--- config.mk ---
export PLATFORM = sky130hd
export DESIGN_NAME = store_buffer_flat
export DESIGN_NICKNAME = d
export VERILOG_FILES = /design/src/rtl/store_buffer_if.sv /design/src/rtl/store_buffer.sv /design/src/flat_wrapper.sv
export SDC_FILE = /design/constraint.sdc
export NUM_CORES = 1
export LEC_CHECK = 0
export BUFFER_PORTS_ARGS = -buffer_cell sky130_fd_sc_hd__buf_2
export CAP_MARGIN = 0
export CORE_ASPECT_RATIO = 0.5
export CORE_MARGIN = 2
export CORE_UTILIZATION = 38
export CTS_CLUSTER_SIZE = 20
export DETAILED_ROUTE_END_ITERATION = 8
export HOLD_SLACK_MARGIN = 0.05
export PLACE_DENSITY_LB_ADDON = 0.1
export SYNTH_ARGS = -nofsm -noshare
export SYNTH_HDL_FRONTEND = slang
export SYNTH_SLANG_ARGS = --single-unit
export TNS_END_PERCENT = 30
--- constraint.sdc ---
create_clock -name clk -period 4.8 [get_ports clk]
set_input_delay 0.72 -clock clk [delete_from_list [all_inputs] [get_ports clk]]
set_output_delay 0.72 -clock clk [all_outputs]
set_load 0.01 [all_outputs]
--- src/rtl/store_buffer_if.sv ---
// -----------------------------------------------------------------------------
// store_buffer_if
//   Bundles the three sides of the store buffer into one interface:
//     st_*   : store request from the execute/memory stage (valid/ready),
//              plus the one-cycle st_error drop indication
//     mem_*  : write port towards data memory / MMIO (valid/ready)
//     ld_*   : same-stage load address and the resulting hazard flag
//     count / empty : occupancy status
//   Modports:
//     slave  : the store buffer's own view (consumes stores, drives memory)
//     master : the surrounding pipeline / memory view
// -----------------------------------------------------------------------------
interface store_buffer_if #(
    parameter int DEPTH = 4,
    parameter int CNT_W = $clog2(DEPTH + 1)
);
    logic             st_valid;
    logic             st_ready;
    logic [31:0]      st_addr;
    logic [31:0]      st_data;
    logic [2:0]       st_funct3;
    logic             st_error;

    logic             mem_valid;
    logic             mem_ready;
    logic [31:0]      mem_addr;
    logic [31:0]      mem_wdata;
    logic [3:0]       mem_we;

    logic [31:0]      ld_addr;
    logic             ld_hazard;

    logic [CNT_W-1:0] count;
    logic             empty;

    modport slave (
        input  st_valid, st_addr, st_data, st_funct3,
        output st_ready, st_error,
        output mem_valid, mem_addr, mem_wdata, mem_we,
        input  mem_ready,
        input  ld_addr,
        output ld_hazard,
        output count, empty
    );

    modport master (
        output st_valid, st_addr, st_data, st_funct3,
        input  st_ready, st_error,
        input  mem_valid, mem_addr, mem_wdata, mem_we,
        output mem_ready,
        output ld_addr,
        input  ld_hazard,
        input  count, empty
    );
endinterface

--- src/rtl/store_buffer.sv ---
// -----------------------------------------------------------------------------
// store_buffer
//   Write-side formatter and queue for RISC-V sb/sh/sw. An accepted store is
//   lane-replicated and given a byte-write-enable; legal stores are queued in
//   a DEPTH-entry FIFO and drained in order to memory, illegal ones
//   (misaligned or undefined funct3) are consumed and flagged on st_error the
//   following cycle. A same-stage load is flagged when any pending entry
//   targets its word.
//
//   Ports:
//     clk    : system clock, rising edge
//     rst_n  : asynchronous active-low reset, discards all pending stores
//     bus    : store_buffer_if.slave (store request, memory port, load
//              hazard check, occupancy)
//
//   Parameters:
//     DEPTH  : FIFO entries, power of two in 2..16
//     CNT_W  : width of the occupancy count
// -----------------------------------------------------------------------------
module store_buffer #(
    parameter int DEPTH = 4,
    parameter int CNT_W = $clog2(DEPTH + 1)
) (
    input  logic           clk,
    input  logic           rst_n,
    store_buffer_if.slave  bus
);

    localparam int PTR_W = $clog2(DEPTH);

    typedef struct packed {
        logic [29:0] addr;
        logic [31:0] wdata;
        logic [3:0]  we;
    } entry_t;

    // Payload storage is not reset: every consumer is gated by valid_q or by
    // count_q, so stale payload is never observable.
    entry_t           entry_q [DEPTH];
    entry_t           entry_d [DEPTH];
    logic [DEPTH-1:0] valid_q, valid_d;
    logic [PTR_W-1:0] wr_ptr_q, wr_ptr_d;
    logic [PTR_W-1:0] rd_ptr_q, rd_ptr_d;
    logic [CNT_W-1:0] count_q, count_d;
    logic             st_error_q, st_error_d;

    logic             st_ready;
    logic             accept;
    logic             enq;
    logic             deq;
    logic             fmt_legal;
    logic [31:0]      fmt_wdata;
    logic [3:0]       fmt_we;
    logic             hazard;

    // st_ready depends on registered occupancy only, so a full buffer stays
    // closed even in a cycle where the head is being drained.
    assign st_ready = (count_q < CNT_W'(DEPTH));
    assign accept   = bus.st_valid && st_ready;
    assign enq      = accept && fmt_legal;
    assign deq      = (count_q != '0) && bus.mem_ready;

    // Store formatting: replicate data into every lane, select the lanes
    // written with the byte-write-enable.
    always_comb begin
        fmt_legal = 1'b0;
        fmt_wdata = bus.st_data;
        fmt_we    = 4'b0000;
        case (bus.st_funct3)
            3'b000: begin
                fmt_wdata = {4{bus.st_data[7:0]}};
                fmt_we    = 4'b0001 << bus.st_addr[1:0];
                fmt_legal = 1'b1;
            end
            3'b001: begin
                fmt_wdata = {2{bus.st_data[15:0]}};
                fmt_we    = bus.st_addr[1] ? 4'b1100 : 4'b0011;
                fmt_legal = !bus.st_addr[0];
            end
            3'b010: begin
                fmt_wdata = bus.st_data;
                fmt_we    = 4'b1111;
                fmt_legal = (bus.st_addr[1:0] == 2'b00);
            end
            default: begin
                fmt_legal = 1'b0;
            end
        endcase
    end

    // Queue next-state. enq and deq never touch the same slot in one cycle:
    // enq needs count < DEPTH and deq needs count > 0, and the pointers only
    // coincide when the count is 0 or DEPTH.
    always_comb begin
        entry_d    = entry_q;
        valid_d    = valid_q;
        wr_ptr_d   = wr_ptr_q;
        rd_ptr_d   = rd_ptr_q;
        count_d    = count_q;
        st_error_d = accept && !fmt_legal;

        if (deq) begin
            valid_d[rd_ptr_q] = 1'b0;
            rd_ptr_d          = rd_ptr_q + PTR_W'(1);
        end

        if (enq) begin
            entry_d[wr_ptr_q].addr  = bus.st_addr[31:2];
            entry_d[wr_ptr_q].wdata = fmt_wdata;
            entry_d[wr_ptr_q].we    = fmt_we;
            valid_d[wr_ptr_q]       = 1'b1;
            wr_ptr_d                = wr_ptr_q + PTR_W'(1);
        end

        count_d = count_q + CNT_W'(enq) - CNT_W'(deq);
    end

    always_ff @(posedge clk or negedge rst_n) begin
        if (!rst_n) begin
            valid_q    <= '0;
            wr_ptr_q   <= '0;
            rd_ptr_q   <= '0;
            count_q    <= '0;
            st_error_q <= 1'b0;
        end else begin
            valid_q    <= valid_d;
            wr_ptr_q   <= wr_ptr_d;
            rd_ptr_q   <= rd_ptr_d;
            count_q    <= count_d;
            st_error_q <= st_error_d;
        end
    end

    always_ff @(posedge clk) begin
        entry_q <= entry_d;
    end

    // Word-granular match against every pending entry; a store being
    // accepted this same cycle is deliberately not considered.
    always_comb begin
        hazard = 1'b0;
        for (int i = 0; i < DEPTH; i++) begin
            if (valid_q[i] && (entry_q[i].addr == bus.ld_addr[31:2])) begin
                hazard = 1'b1;
            end
        end
    end

    assign bus.st_ready  = st_ready;
    assign bus.st_error  = st_error_q;
    assign bus.mem_valid = (count_q != '0);
    assign bus.mem_addr  = {entry_q[rd_ptr_q].addr, 2'b00};
    assign bus.mem_wdata = entry_q[rd_ptr_q].wdata;
    assign bus.mem_we    = entry_q[rd_ptr_q].we;
    assign bus.ld_hazard = hazard;
    assign bus.count     = count_q;
    assign bus.empty     = (count_q == '0);

endmodule

--- src/flat_wrapper.sv ---
// flat-port wrapper written by rule: the top's interface ports become plain ports
module store_buffer_flat 
#(
    parameter int DEPTH = 4,
    parameter int CNT_W = $clog2(DEPTH + 1)
)
  (clk, rst_n, bus_st_valid, bus_st_addr, bus_st_data, bus_st_funct3, bus_st_ready, bus_st_error, bus_mem_valid, bus_mem_addr, bus_mem_wdata, bus_mem_we, bus_mem_ready, bus_ld_addr, bus_ld_hazard, bus_count, bus_empty);
  store_buffer_if #(.DEPTH(DEPTH), .CNT_W(CNT_W)) bus_i ();
  input  logic clk;
  input  logic rst_n;
  input wire logic [$bits(bus_i.st_valid)-1:0] bus_st_valid;
  input wire logic [$bits(bus_i.st_addr)-1:0] bus_st_addr;
  input wire logic [$bits(bus_i.st_data)-1:0] bus_st_data;
  input wire logic [$bits(bus_i.st_funct3)-1:0] bus_st_funct3;
  output wire logic [$bits(bus_i.st_ready)-1:0] bus_st_ready;
  output wire logic [$bits(bus_i.st_error)-1:0] bus_st_error;
  output wire logic [$bits(bus_i.mem_valid)-1:0] bus_mem_valid;
  output wire logic [$bits(bus_i.mem_addr)-1:0] bus_mem_addr;
  output wire logic [$bits(bus_i.mem_wdata)-1:0] bus_mem_wdata;
  output wire logic [$bits(bus_i.mem_we)-1:0] bus_mem_we;
  input wire logic [$bits(bus_i.mem_ready)-1:0] bus_mem_ready;
  input wire logic [$bits(bus_i.ld_addr)-1:0] bus_ld_addr;
  output wire logic [$bits(bus_i.ld_hazard)-1:0] bus_ld_hazard;
  output wire logic [$bits(bus_i.count)-1:0] bus_count;
  output wire logic [$bits(bus_i.empty)-1:0] bus_empty;
  assign bus_i.st_valid = bus_st_valid;
  assign bus_i.st_addr = bus_st_addr;
  assign bus_i.st_data = bus_st_data;
  assign bus_i.st_funct3 = bus_st_funct3;
  assign bus_st_ready = bus_i.st_ready;
  assign bus_st_error = bus_i.st_error;
  assign bus_mem_valid = bus_i.mem_valid;
  assign bus_mem_addr = bus_i.mem_addr;
  assign bus_mem_wdata = bus_i.mem_wdata;
  assign bus_mem_we = bus_i.mem_we;
  assign bus_i.mem_ready = bus_mem_ready;
  assign bus_i.ld_addr = bus_ld_addr;
  assign bus_ld_hazard = bus_i.ld_hazard;
  assign bus_count = bus_i.count;
  assign bus_empty = bus_i.empty;
  store_buffer #(.DEPTH(DEPTH), .CNT_W(CNT_W)) u_core (.clk(clk), .rst_n(rst_n), .bus(bus_i));
endmodule
==> reports/summary.txt, run 1 <==
routed length per placed instance: 22.9 um
DP HPWL: 19.7 mm
status: finished, final reports clean
Worst Setup Start Kind: register
row cnt: 46
CTS buffer count: 26
crit path max fanout: 55
Pleak: 4.89 nW
most common flop cell mapped by yosys: edfxtp_1
crit-path cells: buf_4 -> mux4_2 -> buf_2
die area: 0.0334 mm2
Worst-Margin Slew: 978 ps
All-Layer GR Usage: 17.7%
top-area cell type share of the netlist area: 65.4%
unrepaired setup endpoints after global routing: no
layout cells sized above 1: 37.0%
Hold WS: 388 ps
H-tree levels: 1
Initial Util: 38.4%
Worst Setup End Kind: primary output
Cell variety after synth: 35
vias in the first global route: 6,662
CTS tree: built
Peak Freq: 306 MHz
post-route setup TNS: 0 ps
total gr overflow: 0
final setup vio count: 0
fin crit share: 68.1%
Setup CP Type: register to primary output
most common cell after layout, fill and taps aside: edfxtp_1
endpoint of the worst register-to-register path: u_core.bus.count[2]
post-route minimum period: 3270 ps
FILL cells: 2,810
CP required: 4080 ps
Reg2Reg Launch Point: u_core.bus.count[2]
clk root buf: clkbuf_16
worst path arrival time: 2550 ps
Max Cap Viol: 0
Sink Count: 276
Die Wd: 257 um
FF-to-FF setup slack: 2340 ps
number of port buffers: 174
VDD IR max: 0.246 mV
largest net degree at the start of global routing: 56
WP buf/inv: 2
final setup margin: 1530 ps
flops & latches, synth: 276
WHS Endpoint: u_core.entry_q[239]
layout overhead on the synthesized area: 17.5%
initial antenna violation count: 1
CP top delay family: flip-flops
Hold/Removal Path Class: input port to register
setup slack at placement: 1700 ps
Post-synth EDFFs: 264
register area share after synthesis: 67.9%
Cell Area, Synth: 0.0121 mm2
biggest area consumer among synthesized cells: edfxtp_1
clk buf depth: 3
most frequent cells in the layout: 264 x edfxtp_1, 174 x buf_2, 80 x xnor2_1, 66 x mux4_2, 44 x xor2_1
DR DRC count: 0
synth top area cells: edfxtp_1 65%, mux4_2 12%, xnor2_1 5.8%
Post-Route WL: 29.5 mm
Reg2Reg Depth: 9
Post-synth ARST share: 4.35%
Slowest-stage cell, CP: dfrtp_4
Starting DRT DRC Count: 361
Worst-Skew Late Latency: 540 ps
Syn Inst Count: 661
Yosys warning total: 0
Die Ht: 130 um
Placeable Area: 0.0315 mm2
final hold vios: 0
Placer Congestion: 0.790
vias per std cell: 4.97
hold path cells: 1
TritonRoute pass-1 iters: 6
Top Ports: 179
pwr dens: 476 mW/mm2
Worst slew margin: 34.4%
post-route ant nets: 0
HP Start: bus_st_addr[7]
Max Clock Skew: 10.5 ps
Ant. Diodes: 0
first-pass GRT wire length: 43.2 mm
Vias: 6,400
Tot Pwr: 6.78 mW
max incr delay on CP: 1020 ps
Final #Nets: 952
Avg Synthesized Cell Area: 18.3 um2
Post-CTS Setup Bufs: 0
final slew viol count: 0
CTS clock-pin slew for the worst setup and hold paths: 70 ps
[cell type report]
class                      count  area (um2)  area share, %
inverter                      12        45.0          0.316
sequential                   276        8240           57.8
timing repair buffer         188         978           6.87
multi-input combinational    334        3640           25.6
clock inverter                 7        31.3          0.220
clock buffer                  39         771           5.41
tap                          432         541           3.79
[flip-flops by register name, summed over array words and instances, names as in the netlist]
name                 count
u_core.bus.count         3
u_core.bus.st_error      1
u_core.entry_q         264
u_core.rd_ptr_q          2
u_core.valid_q           4
u_core.wr_ptr_q          2
[per-layer routing]
layer,vias up,part of all wire [%],track usage (%)
met1,3309,45,24.1
met2,125,50,30.3
li1,2927,-,-
met4,2,1.3,3.04
met5,-,0.044,0
met3,37,3.7,3.21
[cells in the mapped netlist (2+ instances only)]
cell type and number:
xor2_1 44, nor2_1 10, mux2i_1 8, and2_1 21
clkbuf_1 20, inv_1 12, o21ai_0 2, mux4_2 66
buf_2 10, edfxtp_1 264, nor2_2 2, buf_4 2
mux2_2 17, nand4_1 25, buf_6 6, nor4_1 16
ha_1 10, dfrtp_1 12, a22o_1 4, xnor2_1 80
a21oi_1 12, nand2_1 5
[through the flow]
stage | area, um2 | utilization [%] | std cells
2_1_floorplan | 12100 | - | 662
6_report | 14200 | 45.2 | 1288
3_3_place_gp | 13400 | 42.6 | 1241
3_5_place_dp | 13400 | 42.6 | 1241
4_1_cts | 14200 | 45.2 | 1288
5_1_grt | 14200 | 45.2 | 1288
[worst register-to-register path: stages, from the launching register on]
cell     delay [ps]
dfrtp_1         430
or3_4           410
and2_1          270
ha_1            310
inv_1            60
ha_1            120
inv_1            50
fa_1            400
xnor2_1         190
xnor2_1         140
[cell families after synthesis]
kind of cell | count (synthesis) | synth area share (%)
compound gates | 22 | 1.10
xor+xnor | 124 | 8.96
fa+ha+maj | 11 | 1.20
buf+inv | 52 | 2.16
flops | 276 | 67.9
mux | 91 | 14.5
other cells | 1 | 0.0309
simple gates | 84 | 4.15
[worst max-delay path by stage]
| stage | startpoint | end | slack, ps | depth (start not counted) |
|---|---|---|---|---|
| 2_1_floorplan | bus_st_funct3[1] | u_core.entry_q[0] | 1300 | 7 |
| 6_report | u_core.rd_ptr_q[1] | bus_mem_addr[23] | 1530 | 3 |
| 3_3_place_gp | bus_st_addr[0] | u_core.entry_q[29] | 1710 | 7 |
| 5_1_grt | u_core.rd_ptr_q[1] | bus_mem_addr[16] | 1420 | 3 |
| 3_5_place_dp | bus_st_addr[0] | u_core.entry_q[64] | 1700 | 7 |
| 4_1_cts | u_core.rd_ptr_q[1] | bus_mem_addr[27] | 1450 | 3 |
[report_power, final]
part	leakage (nW)	internal, mW	switching, mW
Combinational	1.97	0.898	0.893
Clock	0.397	1.10	0.881
Sequential	2.53	2.79	0.215
[what timing repair did]
| item | 4_1_cts | 5_1_grt |
|---|---|---|
| hold buffers | 1 | 0 |
| endpoints found under the hold margin | 12 | 0 |
| setup endpoints to repair | 0 | 0 |
| resized for setup | 0 | 0 |
Power figures use the tool's default switching activity.
==> run 2: changes to the inputs <==
Clock period 4.8 ns to 2.6 ns, I/O delays scaled along.
==> run 2 against run 1 <==
Against the previous run:
- utilization grew 1.4 points
- critical endpoint is now bus_ld_hazard
- non-clock buffer count grew 13
- highest routed layer is now met4
- hold slack lost 310 ps
- via count shrank 0.58%
- register-to-register slack lost 2100 ps
- critical path depth grew 3
==> reports/summary.txt, run 2 (synthesis results as in run 1) <==
area of the multi-input gates: 0.00375 mm2 (+3.0%)
fin crit share: 98.2%
TritonRoute pass-1 iters: 4 (-2)
max incr delay on CP: 420 ps (-600 ps)
final hold vios: 0 (unchanged)
first-pass GRT wire length: 42.9 mm (-0.53%)
status: finished, final reports clean
crit-path cells: xnor2_2 -> nand4_1 -> nor4_2 -> nand4_1 -> nand4_1 -> buf_2
vias per std cell: 4.88 (-1.9%)
Worst Setup Start Kind: register
setup slack at placement: 273 ps (-1430 ps)
die area: 0.0334 mm2 (unchanged)
Worst-Skew Late Latency: 530 ps (about the same)
Placeable Area: 0.0315 mm2 (unchanged)
DP HPWL: 19.4 mm (-1.4%)
cell mode on critical path: nand4_1
worst path arrival time: 2160 ps (-390 ps)
Seq. cell area: 0.00824 mm2 (unchanged)
post-route minimum period: 2550 ps
Final Cell Area: 0.0147 mm2 (+3.1%)
HP Start: bus_st_addr[11]
routed length per placed instance: 22.3 um (-2.8%)
CTS tree: built
number of port buffers: 174 (unchanged)
clk root buf: clkbuf_16
layout overhead on the synthesized area: 21.2%
Setup CP Type: register to primary output
Post-CTS Setup Bufs: 0 (unchanged)
initial antenna violation count: 1 (unchanged)
Reg2Reg Depth: 9 (unchanged)
final setup margin: 47.6 ps (-1480 ps)
post-route ant nets: 0 (unchanged)
H-tree levels: 1 (unchanged)
WHS Endpoint: u_core.entry_q[111]
Pleak: 5.10 nW (+4.1%)
Starting DRT DRC Count: 323 (-11%)
endpoint of the worst register-to-register path: u_core.bus.count[2]
Hold/Removal Path Class: input port to register
final setup vio count: 0 (unchanged)
most frequent cells in the layout: 264 x edfxtp_1, 174 x buf_2, 70 x xnor2_1, 66 x mux4_2, 44 x xor2_1
Max Clock Skew: 8.21 ps (-2.31 ps)
Clock power frac: 29.8% (+0.5 points)
crit path max fanout: 2 (-96%)
Tot Pwr: 12.8 mW (+89%)
largest net degree at the start of global routing: 45 (-20%)
max reg flops: 264 (unchanged)
total gr overflow: 0 (unchanged)
Sink Count: 276 (unchanged)
internal power: 9.12 mW (+90%)
Layout Cells excl Fill: 1,305 (+1.3%)
Die Wd: 257 um (unchanged)
Post-Route WL: 29.0 mm (-1.5%)
CTS clock-pin slew for the worst setup and hold paths: 60 ps (about the same)
CP required: 2210 ps (-1870 ps)
Peak Freq: 392 MHz
Reg2Reg Launch Point: u_core.bus.count[2]
Initial Util: 38.4% (unchanged)
Comb pwr share: 28.3% (+1.9 points)
row cnt: 46 (unchanged)
hold path cells: 1 (unchanged)
Worst Setup End Kind: primary output
layout cells sized above 1: 39.1% (+2.1 points)
Slowest-stage cell, CP: edfxtp_1
most common cell after layout, fill and taps aside: edfxtp_1
pwr dens: 874 mW/mm2 (+84%)
post-route setup TNS: 0 ps (unchanged)
vias in the first global route: 6,903 (+3.6%)
clk buf depth: 3 (unchanged)
VDD IR max: 0.601 mV (+140%)
Largest Register: u_core.entry_q
Top Ports: 179 (unchanged)
All-Layer GR Usage: 17.5% (-0.20 points)
Psw: 3.71 mW (+86%)
CTS buffer count: 27 (+3.8%)
DR DRC count: 0 (unchanged)
FILL cells: 2,831 (+0.75%)
DP Area: 0.0136 mm2 (+1.6%)
Final #Nets: 966 (+1.5%)
Max Cap Viol: 0 (unchanged)
placed cell count: 1,248 (+0.56%)
FF-to-FF setup slack: 270 ps (-2070 ps)
final slew viol count: 0 (unchanged)
unrepaired setup endpoints after global routing: yes
Core Util, Final: 46.6% (+1.4 points)
Die Ht: 130 um (unchanged)
Vias: 6,363 (-0.58%)
Reg power frac: 41.9% (-2.4 points)
Placer Congestion: 0.774 (-2.0%)
Hold WS: 76.4 ps (-312 ps)
Sw Ratio: 28.9% (-0.44 points)
run 2: cell count changes in the layout (fill, tap and decap cells not counted), sizes merged:
cell         before  now
clkinv            7   11
buf             187  194
diode             0    1
dlygate4sd3       1    7
clkbuf           39   36
bufinv            0    2
run 2: layer usage:
metal | wire, um | part of all wire (%) | track usage, % | up-vias
li1 | - | - | - | 2956
met1 | 12700 | 44 | 22.8 | 3279
met2 | 14900 | 51 | 31.3 | 106
met3 | 1080 | 3.7 | 3.38 | 22
met4 | 330 | 1.1 | 2.56 | 0
met5 | 0 | 0 | 0 | -
run 2: worst max-delay path by stage:
stage / start / endpoint / slack, ps / cells after the start
2_1_floorplan: bus_st_funct3[1] / u_core.entry_q[198] / -570 / 7
3_3_place_gp: bus_st_addr[0] / u_core.bus.count[2] / 280 / 10
3_5_place_dp: u_core.bus.count[2] / u_core.bus.count[2] / 270 / 9
4_1_cts: u_core.entry_q[108] / bus_ld_hazard / 20 / 6
5_1_grt: u_core.entry_q[172] / bus_ld_hazard / -60 / 6
6_report: u_core.entry_q[172] / bus_ld_hazard / 50 / 6
run 2: power by group through the flow:
stage	Sequential, mW	Clock, mW	Combinational, mW
after CTS	5.38	3.92	3.74
after floorplan	5.35	0	2.38
after global routing	5.40	4.11	3.94
after global placement	5.47	0	3.70
after detailed placement	5.47	0	3.71
final	5.38	3.83	3.63
run 2: repair_timing:
item | 4_1_cts | 5_1_grt
pin swaps | 2 | 1
endpoints found under the setup margin | 1 | 3
endpoints found under the hold margin | 29 | 0
gates cloned | 0 | 0
gates resized for setup | 10 | 6
hold buffers | 7 | 0
run 2: worst max-delay path: cells and delay by family, from the launching register on:
kind	cells	cell delay (ps)
flops	1	420
simple gates	4	800
buf+inv	1	150
xor+xnor	1	250
run 2: cell type report:
cell class              count  share of cell area (%)
clock buffers              36                    5.03
diodes                      1                  0.0170
well taps                 432                    3.68
multi-input cells         334                    25.5
flip-flops and latches    276                    56.1
clock inverters            13                   0.750
repair buffers            201                    8.59
inverters                  12                   0.307
==> run 3: changes to the inputs <==
==> constraint.sdc (replaced) <==
create_clock -name clk -period 2.6 [get_ports clk]
set_input_delay 0.52 -clock clk [delete_from_list [all_inputs] [get_ports clk]]
set_output_delay 0.52 -clock clk [all_outputs]
set_load 0.01 [all_outputs]
==> run 3 against run 2 <==
Against the previous run:
- largest cell class unchanged
- critical path depth grew 1
- highest routed layer unchanged
- hold slack better by 110 ps
- cell count grew 0.69%
- global-route usage rose by 0.43 points
- sequential share of layout area shrank 0.85 points
- the flow now finishes with violations (setup timing)
- clock skew is 11 ps higher
==> reports/summary.txt, run 3 (synthesis results as in run 1) <==
Hold/Removal Path Class: input port to register
status: finished, violations left
clk buf depth: 3 (unchanged)
total gr overflow: 0 (unchanged)
H-tree levels: 1 (unchanged)
Ant. Diodes: 0 (-1)
number of port buffers: 174 (unchanged)
Core Util, Final: 47.3% (+0.72 points)
routed length per placed instance: 22.7 um (+2.0%)
Worst-Margin Slew: 509 ps
first-pass GRT wire length: 43.9 mm (+2.3%)
final setup margin: -152 ps (-200 ps)
Sink Count: 276 (unchanged)
fin crit share: 106% (+7.7 points)
endpoint of the worst register-to-register path: u_core.bus.count[2]
die area: 0.0334 mm2 (unchanged)
post-route setup TNS: -152 ps (-152 ps)
Hold WS: 189 ps (+112 ps)
Worst Setup End Kind: primary output
Post-Route WL: 29.8 mm (+2.7%)
CTS tree: built
Max Clock Skew: 19.6 ps (+11.4 ps)
setup slack at placement: 10.0 ps (-263 ps)
placed cell count: 1,256 (+0.64%)
failing checks: setup timing
Layout Cells excl Fill: 1,314 (+0.69%)
DP HPWL: 20.1 mm (+3.4%)
final slew viol count: 0 (unchanged)
DR DRC count: 0 (unchanged)
Initial Util: 38.4% (unchanged)
Top Ports: 179 (unchanged)
All-Layer GR Usage: 17.9% (+0.43 points)
Max Cap Viol: 0 (unchanged)
Worst-Skew Late Latency: 550 ps (+20 ps)
Worst Setup Start Kind: register
final setup vio count: 1 (+1)
VDD IR max: 0.620 mV (+3.2%)
Die Wd: 257 um (unchanged)
Peak Freq: 363 MHz (-7.3%)
Worst slew margin: 65.7%
Final #Nets: 975 (+0.93%)
Final Cell Area: 0.0149 mm2 (+1.5%)
Placer Congestion: 0.793 (+2.5%)
CTS buffer count: 27 (unchanged)
FILL cells: 2,775 (-2.0%)
final hold vios: 0 (unchanged)
DP Area: 0.0138 mm2 (+0.90%)
most common cell after layout, fill and taps aside: edfxtp_1
max reg flops: 264 (unchanged)
critical path startpoint: u_core.entry_q[116]
Pleak: 5.20 nW (+2.0%)
Die Ht: 130 um (unchanged)
crit path to: bus_ld_hazard
TritonRoute pass-1 iters: 5 (+1)
row cnt: 46 (unchanged)
FF-to-FF setup slack: 270 ps (about the same)
largest net degree at the start of global routing: 33 (-27%)
Reg2Reg Depth: 9 (unchanged)
Placeable Area: 0.0315 mm2 (unchanged)
crit path max fanout: 2 (unchanged)
worst path arrival time: 2230 ps (+70 ps)
post-route minimum period: 2750 ps (+200 ps)
unrepaired setup endpoints after global routing: yes
CP required: 2080 ps (-130 ps)
Setup CP Type: register to primary output
layout overhead on the synthesized area: 23.1%
Tot Pwr: 13.4 mW (+4.6%)
Vias: 6,438 (+1.2%)
Reg2Reg Launch Point: u_core.bus.count[2]
CTS clock-pin slew for the worst setup and hold paths: 70 ps (about the same)
vias per std cell: 4.90 (+0.49%)
pwr dens: 900 mW/mm2 (+3.0%)
initial antenna violation count: 0 (-1)
Largest Register: u_core.entry_q
most frequent cells in the layout: 264 x edfxtp_1, 172 x buf_2, 72 x xnor2_1, 66 x mux4_2, 44 x xor2_1
vias in the first global route: 6,979 (+1.1%)
post-route ant nets: 0 (unchanged)
clk root buf: clkbuf_16
layout cells sized above 1: 40.5% (+1.4 points)
Starting DRT DRC Count: 391 (+21%)
-- run 3: critical path: stages, from the launching register on --
cell and delay (ps):
edfxtp_1 400, xnor2_1 260, nand4_1 160, nor4_2 350, buf_4 160, nand4_1 80
nand4_1 150, buf_2 150
-- run 3: routing by layer --
metal	up-vias	global-route usage, %	routed length (um)
met5	-	0	0
met4	0	3.83	554
met3	36	3.05	1190
met2	142	31.8	15300
met1	3275	23.4	12800
li1	2985	-	-
-- run 3: how the worst min path moves through the flow --
stage                               start             endpoint  slack, ps  depth (start not counted)
after floorplan                     rst_n  u_core.bus.count[0]        220                          0
after global placement              rst_n  u_core.bus.count[2]        420                          1
after detailed placement            rst_n  u_core.bus.count[2]        420                          1
after CTS                 bus_st_addr[21]  u_core.entry_q[121]        160                          1
after global routing       bus_st_addr[8]  u_core.entry_q[174]        170                          1
final                     bus_st_addr[21]  u_core.entry_q[121]        190                          1
-- run 3: area by class of cell --
class / count / area [um2] / share of cell area, %
clock buffer: 29 / 683 / 4.58
clock inverter: 21 / 239 / 1.60
inverter: 12 / 45.0 / 0.302
multi-input combinational: 334 / 3720 / 25.0
sequential: 276 / 8240 / 55.2
tap: 432 / 541 / 3.62
timing repair buffer: 210 / 1450 / 9.71
-- run 3: power breakdown --
group / internal (mW) / leakage, nW / switching, mW
Combinational: 2.00 / 2.21 / 1.95
Sequential: 5.15 / 2.53 / 0.187
Clock: 2.40 / 0.458 / 1.72
-- run 3: what timing repair did --
action / in CTS / in global routing
endpoints found under the hold margin: 12 / 0
cloned: 1 / 2
pin swaps: 6 / 1
hold buffers: 1 / 0
setup endpoints to repair: 12 / 51
gates resized for setup: 11 / 5
buffers inserted: 0 / 4
